**src/rtl/mips_multicycle_core.sv**
```systemverilog
// rtl/mips_multicycle_core.sv - multi-cycle MIPS subset core with unified memory port and fault halt
//
// Purpose: FSM-sequenced MIPS datapath (FETCH/DECODE/EXEC/MEM/WB/HALT) that
// shares one req/ready memory port between instruction and data accesses.
// Illegal encodings and misaligned lw/sw stop the core with a sticky halt.
//
// Ports:
//   clk          clock, rising edge
//   reset        asynchronous active-high reset
//   mem_req      memory request valid
//   mem_we       1 = write, 0 = read (valid with mem_req)
//   mem_addr     byte address of the word access
//   mem_wdata    store data
//   mem_rdata    read data, taken on the edge where mem_req & mem_ready
//   mem_ready    memory completes the current request this cycle
//   pc_out       PC of the instruction in flight
//   retire       one-cycle pulse in the last cycle of each instruction
//   halted       sticky fault halt
//   fault_cause  00 none, 01 illegal instruction, 10 misaligned load/store

module mips_multicycle_core #(
  parameter int          ADDR_W   = 32,
  parameter logic [31:0] RESET_PC = 32'h0000_0000
) (
  input  logic              clk,
  input  logic              reset,
  output logic              mem_req,
  output logic              mem_we,
  output logic [ADDR_W-1:0] mem_addr,
  output logic [31:0]       mem_wdata,
  input  logic [31:0]       mem_rdata,
  input  logic              mem_ready,
  output logic [31:0]       pc_out,
  output logic              retire,
  output logic              halted,
  output logic [1:0]        fault_cause
);

  typedef enum logic [2:0] {FETCH, DECODE, EXEC, MEM, WB, HALT} state_t;

  localparam logic [5:0] OP_RTYPE = 6'h00;
  localparam logic [5:0] OP_ADDI  = 6'h08;
  localparam logic [5:0] OP_LW    = 6'h23;
  localparam logic [5:0] OP_SW    = 6'h2B;
  localparam logic [5:0] OP_BEQ   = 6'h04;
  localparam logic [5:0] OP_J     = 6'h02;
  localparam logic [5:0] FN_ADD   = 6'h20;
  localparam logic [5:0] FN_SUB   = 6'h22;
  localparam logic [5:0] FN_AND   = 6'h24;
  localparam logic [5:0] FN_OR    = 6'h25;
  localparam logic [5:0] FN_SLT   = 6'h2A;

  state_t            state, next_state;
  logic              started;
  logic [31:0]       pc, npc, ir, mdr, a, b, alu_out;
  logic [31:0][31:0] rf;
  logic [1:0]        cause;

  logic [5:0]  op, funct;
  logic [4:0]  rs, rt, rd, dest;
  logic [31:0] imm_sext, r_result, eff_addr;
  logic        is_r, is_addi, is_lw, is_sw, is_beq, is_j, legal, misaligned;

  assign op       = ir[31:26];
  assign rs       = ir[25:21];
  assign rt       = ir[20:16];
  assign rd       = ir[15:11];
  assign funct    = ir[5:0];
  assign imm_sext = {{16{ir[15]}}, ir[15:0]};

  assign is_r    = (op == OP_RTYPE);
  assign is_addi = (op == OP_ADDI);
  assign is_lw   = (op == OP_LW);
  assign is_sw   = (op == OP_SW);
  assign is_beq  = (op == OP_BEQ);
  assign is_j    = (op == OP_J);
  assign dest    = is_r ? rd : rt;

  always_comb begin
    legal = 1'b0;
    if (is_r) begin
      legal = (funct == FN_ADD) || (funct == FN_SUB) || (funct == FN_AND) ||
              (funct == FN_OR)  || (funct == FN_SLT);
    end else begin
      legal = is_addi || is_lw || is_sw || is_beq || is_j;
    end
  end

  always_comb begin
    r_result = '0;
    case (funct)
      FN_ADD:  r_result = a + b;
      FN_SUB:  r_result = a - b;
      FN_AND:  r_result = a & b;
      FN_OR:   r_result = a | b;
      FN_SLT:  r_result = {31'b0, ($signed(a) < $signed(b))};
      default: r_result = '0;
    endcase
  end

  assign eff_addr   = a + imm_sext;
  assign misaligned = (eff_addr[1:0] != 2'b00);

  always_ff @(posedge clk or posedge reset) begin
    if (reset) state <= FETCH;
    else       state <= next_state;
  end

  // The first fetch waits one cycle after reset release (started=0) so the
  // memory port is idle for as long as reset is asserted.
  always_comb begin
    next_state = state;
    mem_req    = 1'b0;
    mem_we     = 1'b0;
    mem_addr   = '0;
    mem_wdata  = '0;
    retire     = 1'b0;
    case (state)
      FETCH: begin
        if (started) begin
          mem_req  = 1'b1;
          mem_addr = pc[ADDR_W-1:0];
          if (mem_ready) next_state = DECODE;
        end
      end
      DECODE: next_state = legal ? EXEC : HALT;
      EXEC: begin
        if (is_beq || is_j) begin
          retire     = 1'b1;
          next_state = FETCH;
        end else if (is_lw || is_sw) begin
          next_state = misaligned ? HALT : MEM;
        end else begin
          next_state = WB;
        end
      end
      MEM: begin
        mem_req   = 1'b1;
        mem_we    = is_sw;
        mem_addr  = alu_out[ADDR_W-1:0];
        mem_wdata = b;
        if (mem_ready) begin
          if (is_sw) begin
            retire     = 1'b1;
            next_state = FETCH;
          end else begin
            next_state = WB;
          end
        end
      end
      WB: begin
        retire     = 1'b1;
        next_state = FETCH;
      end
      HALT:    next_state = HALT;
      default: next_state = FETCH;
    endcase
  end

  always_ff @(posedge clk or posedge reset) begin
    if (reset) begin
      started <= 1'b0;
      pc      <= RESET_PC;
      npc     <= '0;
      ir      <= '0;
      mdr     <= '0;
      a       <= '0;
      b       <= '0;
      alu_out <= '0;
      rf      <= '0;
      cause   <= 2'b00;
    end else begin
      started <= 1'b1;
      case (state)
        FETCH: begin
          if (started && mem_ready) begin
            ir  <= mem_rdata;
            npc <= pc + 32'd4;
          end
        end
        DECODE: begin
          a       <= rf[rs];
          b       <= rf[rt];
          alu_out <= npc + {imm_sext[29:0], 2'b00};
          if (!legal) cause <= 2'b01;
        end
        EXEC: begin
          if (is_r) begin
            alu_out <= r_result;
          end else if (is_addi || is_lw || is_sw) begin
            alu_out <= eff_addr;
            if ((is_lw || is_sw) && misaligned) cause <= 2'b10;
          end else if (is_beq) begin
            pc <= (a == b) ? alu_out : npc;
          end else if (is_j) begin
            pc <= {npc[31:28], ir[25:0], 2'b00};
          end
        end
        MEM: begin
          if (mem_ready) begin
            if (is_sw) pc  <= npc;
            else       mdr <= mem_rdata;
          end
        end
        WB: begin
          // r0 is never written, so it reads as zero forever.
          if (dest != 5'd0) rf[dest] <= is_lw ? mdr : alu_out;
          pc <= npc;
        end
        default: ;
      endcase
    end
  end

  assign pc_out      = pc;
  assign halted      = (state == HALT);
  assign fault_cause = cause;

endmodule
```
**config.mk**
```make
export PLATFORM = sky130hd
export DESIGN_NAME = mips_multicycle_core
export DESIGN_NICKNAME = d
export VERILOG_FILES = /design/src/rtl/mips_multicycle_core.sv
export SDC_FILE = /design/constraint.sdc
export NUM_CORES = 2
export LEC_CHECK = 0
export CORE_ASPECT_RATIO = 1.2
export CORE_MARGIN = 3
export CORE_UTILIZATION = 55
export DETAILED_ROUTE_END_ITERATION = 8
export PLACE_DENSITY = 0.72
export SETUP_SLACK_MARGIN = 0.15
export SLEW_MARGIN = 20
export SYNTH_ARGS = -nofsm -noshare
export SYNTH_HDL_FRONTEND = slang
export SYNTH_SLANG_ARGS = --single-unit
```
**constraint.sdc**
```tcl
create_clock -name clk -period 71.6 [get_ports clk]
set_clock_uncertainty 0.1 [all_clocks]
set_input_delay 14.32 -clock clk [delete_from_list [all_inputs] [get_ports clk]]
set_output_delay 14.32 -clock clk [all_outputs]
set_load 0.02 [all_outputs]
```
After elaboration in Yosys (flattened, before gate mapping)
Cells that the tools add are included.
{"block": "word_totals", "ff_bits": 1254, "in_bits": 35, "output_inout_bits": 102, "elab_cells": 154}
{"block": "op_classes", "addsub": 5, "n_lt_le_gt_ge": 5, "eq_ne": 27, "n_mux": 46, "n_bitwise": 3, "n_reduce_logical": 26}
{"operator": "bitwise mux 1024 bit", "count": 1}
{"operator": "two-way mux 32 bit", "count": 15}
{"operator": "binary-select mux 32 bit (select 5 bit)", "count": 2}
{"operator": "demux 32 bit (select 5 bit)", "count": 1}
{"operator": "case mux 32 bit (5 select lines)", "count": 1}
{"operator": "case mux 32 bit (2 select lines)", "count": 2}
{"operator": "adder 32 bit", "count": 3}
{"operator": "case mux 32 bit (3 select lines)", "count": 1}
{"operator": "equality test 6 bit (second input constant)", "count": 7}
{"operator": "adder 32 x 3 -> 32 bit (second input constant)", "count": 1}
{"operator": "AND 32 bit", "count": 1}
{"operator": "equality test 32 bit", "count": 1}
{"operator": "< comparator 32 bit", "count": 1}
{"operator": "OR 32 bit", "count": 1}
{"operator": "subtractor 32 bit", "count": 1}
{"operator": "two-way mux 3 bit", "count": 8}
{"operator": "< comparator 5 x 6 -> 1 bit (second input constant)", "count": 3}
{"operator": "!= test 2 bit (second input constant)", "count": 9}
{"operator": "case mux 3 bit (5 select lines)", "count": 1}
{"operator": "logical OR 1 bit", "count": 10}
{"operator": "two-way mux 2 bit", "count": 4}
{"operator": "equality test 3 x 2 -> 1 bit (second input constant)", "count": 2}
{"operator": "equality test 3 bit (second input constant)", "count": 2}
{"operator": "equality test 6 x 2 -> 1 bit (second input constant)", "count": 1}
{"operator": "other kinds (21)", "count": 33}

Longest topological paths before layout
{"block": "logic_depth", "depth_word": 8, "ltp_mapped": 14}

Least setup slack after synthesis
Ideal clock, no wire load.
{"block": "synth_path", "kind": "input-to-output", "startpoint": "in mem_ready", "endpoint": "out retire", "arrival_ns": 15.556, "setup_slack_ns": 41.624, "path_stages": 8, "path_buffers": 3, "path_cell_list": "clkbuf_1 -> nor2b_1 -> nand2_1 -> o22ai_1 -> nand2b_1 -> clkbuf_1 -> clkbuf_1 -> inv_1"}
{"block": "synth_between", "elab_chain_len": 2}
{"element": "start, declared", "line": "32", "source": "input logic mem_ready,"}
{"element": "two-way mux 1 bit", "line": "142", "source": "if (mem_ready) begin"}
{"element": "case mux 1 bit (3 select lines)", "line": "118", "source": "case (state)"}
{"element": "end, declared", "line": "34", "source": "output logic retire,"}
No other way between the ends.

Worst setup path after layout
Ends and elaborated chain as after synthesis.

==> results.md <==
* Worst Setup End Kind: primary output
* Clock Sinks at 1254
* Slowest cell delay on critical path at 760 ps
* Post-Syn Nets at about 6700
* 1st-iter DRT viols at 7026
* Clock Path Buffers at 3
* Finished Layout Cells at 8030
* Post-DRT Antenna Nets at 0
* Async SR Flop Fraction at 100%
* Critical path class: in -> out
* Peak VDD IR at about 0.000032 V
* RePlAce Congestion at 1.03
* Average size of a mapped cell at 10.8 um2
* Grt ovf at 0
* Synth area leaders: dfrtp_1 (45%), mux4_2 (21%), a21oi_1 (4.8%)
* First-pass GRT wire length at roughly 360 mm
* Seq cells post-synth at approximately 1300
* Top-area cell type share of the netlist area at approximately 45%
* Top Family by Delay on Critical Path: buffers and inverters
* Max-capacitance violation count at 0
* Setup WS post-layout at 40780 ps
* Core ar. at around 130000 um2
* Fmax at 0.0324 GHz
* Dpl hpwl at 152 mm
* RSZ-0062 raised after global routing: no
* CTS root buf: clkbuf_16
* Buf+Inv Stages, Crit Path at 3
* Pwr/cell area at about 48 nW/um2
* Pin count of the biggest net entering global routing at 115
* Die width at 332 um
* Wire per inst at 30.2 um
* Reg2reg start: ir[29]$_DFFE_PP0P_
* Req. time, crit path at 57180 ps
* Clock transition at path regs at approximately 60 ps
* Cell variety after synth at 87
* Worst skew pair latency at 780 ps
* Site Rows at 142
* Critical path launch point type: primary input
* CTS resizes at 0
* Crit path time final at 30820 ps
* Die area at 132000 um2
* Crit-path cells: clkdlybuf4s50_1, nor2b_1, nand2_1, o22ai_1, nand2b_2, inv_1, clkdlybuf4s50_1
* Area added between synthesis and finish at 9.31%
* Worst reg-to-reg path cell count at 9
* Placed cells at between 7000 and 8000
* Post-synth top area cell: dfrtp_1
* I/O Pins at 137
* Gr usage total at 36.9%
* Worst Setup SP: mem_ready
* R2R setup slack at 66480 ps
* Max Fanout on Critical Path at 9
* Die height at 397 um
* Max Slew Vio Count at 0
* DP Worst Slack at 40790 ps
* Leakage at 32.7 nW
* Initial Utilization at 55.7%
* Synth Flop Type: dfrtp_1
* Actual slew at the worst max-slew pin at 1210 ps
* CTS H-tree lvls at 3
* DR vias at 55000
* Hold WC Path Type: reg -> reg
* Initial antenna violation count at 8
* DRC viols at 0
* IO Port Bufs at 136
* Number of global-route vias before repair at 54500
* Final Hold Vio Count at 0
* Slew HR at 19.2%
* Layout cell share with drive strength beyond 1 at between 10% and 20%
* Most frequent CP cell: clkdlybuf4s50_1
* Vias per Instance at 6.85
* Worst hold margin at 294 ps
* Stages on the worst setup path at 7
* Reg2reg end: rf[690]$_DFFE_PP0P_
* Number of flops mapped to enable cells by yosys at 0
* Crit path capture: retire
* Synth Cell Area at 70100 um2
* CTS tree: built
* Final period utilization at 43.1%
* Setup violators final at 0
* Post-Synthesis Cells at 6476
* Total CTS buffers at 121
* Seq/Total Area, Yosys at around 45%
* WL final at 243 mm
* Synth warnings at 0
* Post-CTS setup buffer count at 0
* Setup TNS at 0 ps
* # nets final at between 6000 and 7000
* Status: finished, final reports clean
* Crit path DAT at 16400 ps
* Detailed-router iteration count before antenna repair at 6
* Slowest CP cell: clkdlybuf4s50_1
* # hold bufs at CTS at 0
cells in the mapped netlist (13+ instances only):
library cell,n
nand3_1,34
dfrtp_1,1254
a21oi_1,673
o22ai_1,30
buf_2,116
nor3_1,41
a21o_1,31
or3_1,15
nor2b_1,16
and3_1,17
nor2_4,14
o21bai_1,13
a211oi_1,25
clkbuf_1,402
a31oi_1,59
o31ai_1,21
buf_1,64
nor2_1,721
mux2_2,69
o21ai_0,604
o21ai_1,74
a22o_1,46
xnor2_1,66
nand2_1,774
a221oi_1,13
mux4_2,640
inv_1,114
o21a_1,24
xor2_1,41
ha_1,169
nand2b_1,21
mux2i_1,85
o211ai_1,20
power by group:
group          internal [mW]  switching, mW
sequential             0.957          0.280
clock                  0.378          0.294
combinational          0.764           1.03
total                   2.10           1.60
cells in the final DEF, fill, tap and decap left out, drive strengths merged, types with 41 or more instances in the layout:
cell type and instances:
ha 169, nor2 736, clkbuf 179, nor3 45, mux2 69, xor2 41, o21ai 682, xnor2 66
a21oi 675, mux2i 85, inv 118, nand2 777, a22o 46, clkdlybuf4s50 136, dfrtp 1254, buf 123
mux4 640, a31oi 59
per-stage QoR:
stage	utilization (%)	area [um2]	total power [mW]
6_report	60.9	76600	3.70
5_1_grt	60.9	76600	3.87
4_1_cts	60.9	76600	3.66
3_5_place_dp	57.6	72500	2.99
3_3_place_gp	57.6	72500	2.95
2_1_floorplan	-	70100	2.39
flip-flops by register name, indices dropped and copies added, names as in the netlist:
register and flops:
pc_out 32, b 32, npc 32, alu_out 32
ir 32, rf 1024, mdr 32, a 32
started 1, fault_cause 2, state 3
layer usage:
metal / vias up / global-route usage [%] / wire length, um
li1: 23000 / - / -
met1: 27800 / 48.0 / 88800
met2: 3375 / 58.5 / 113000
met3: 797 / 7.96 / 25300
met4: 0 / 20.3 / 15300
met5: - / 0 / 0
layout make-up:
| class | instances | area (um2) |
|---|---|---|
| clock inverter | 46 | 567 |
| clock buffer | 179 | 3570 |
| multi-input combinational | 4517 | 36200 |
| inverter | 117 | 447 |
| antenna | 2 | 5.00 |
| sequential | 1254 | 31400 |
| tap | 1656 | 2070 |
| timing repair buffer | 259 | 2350 |
| fill | 10000 | 49100 |
worst min path at each step:
stage,from,end,depth (start not counted)
6_report,rf[24]$_DFFE_PP0P_,rf[24]$_DFFE_PP0P_,0
5_1_grt,rf[28]$_DFFE_PP0P_,rf[28]$_DFFE_PP0P_,0
4_1_cts,rf[24]$_DFFE_PP0P_,rf[24]$_DFFE_PP0P_,0
3_5_place_dp,rf[24]$_DFFE_PP0P_,rf[24]$_DFFE_PP0P_,0
3_3_place_gp,rf[15]$_DFFE_PP0P_,rf[15]$_DFFE_PP0P_,0
2_1_floorplan,rf[0]$_DFFE_PP0P_,rf[0]$_DFFE_PP0P_,1
cells by family (layout without fill, tap and decap cells):
group                    count (synthesis)  in the layout  share of synthesized area [%]
flip-flops                            1254           1254                           44.8
AO/OA/AOI/OAI                         1717           1717                           13.7
multiplexers                           794            794                           22.9
AND/OR/NAND/NOR                       1725           1725                           10.2
other                                    1              3                        0.00535
XOR/XNOR                               107            107                           1.34
buffers and inverters                  705            601                           4.01
adder cells (fa/ha/maj)                173            173                           3.13
No activity file was read; power rests on OpenSTA's default activity.
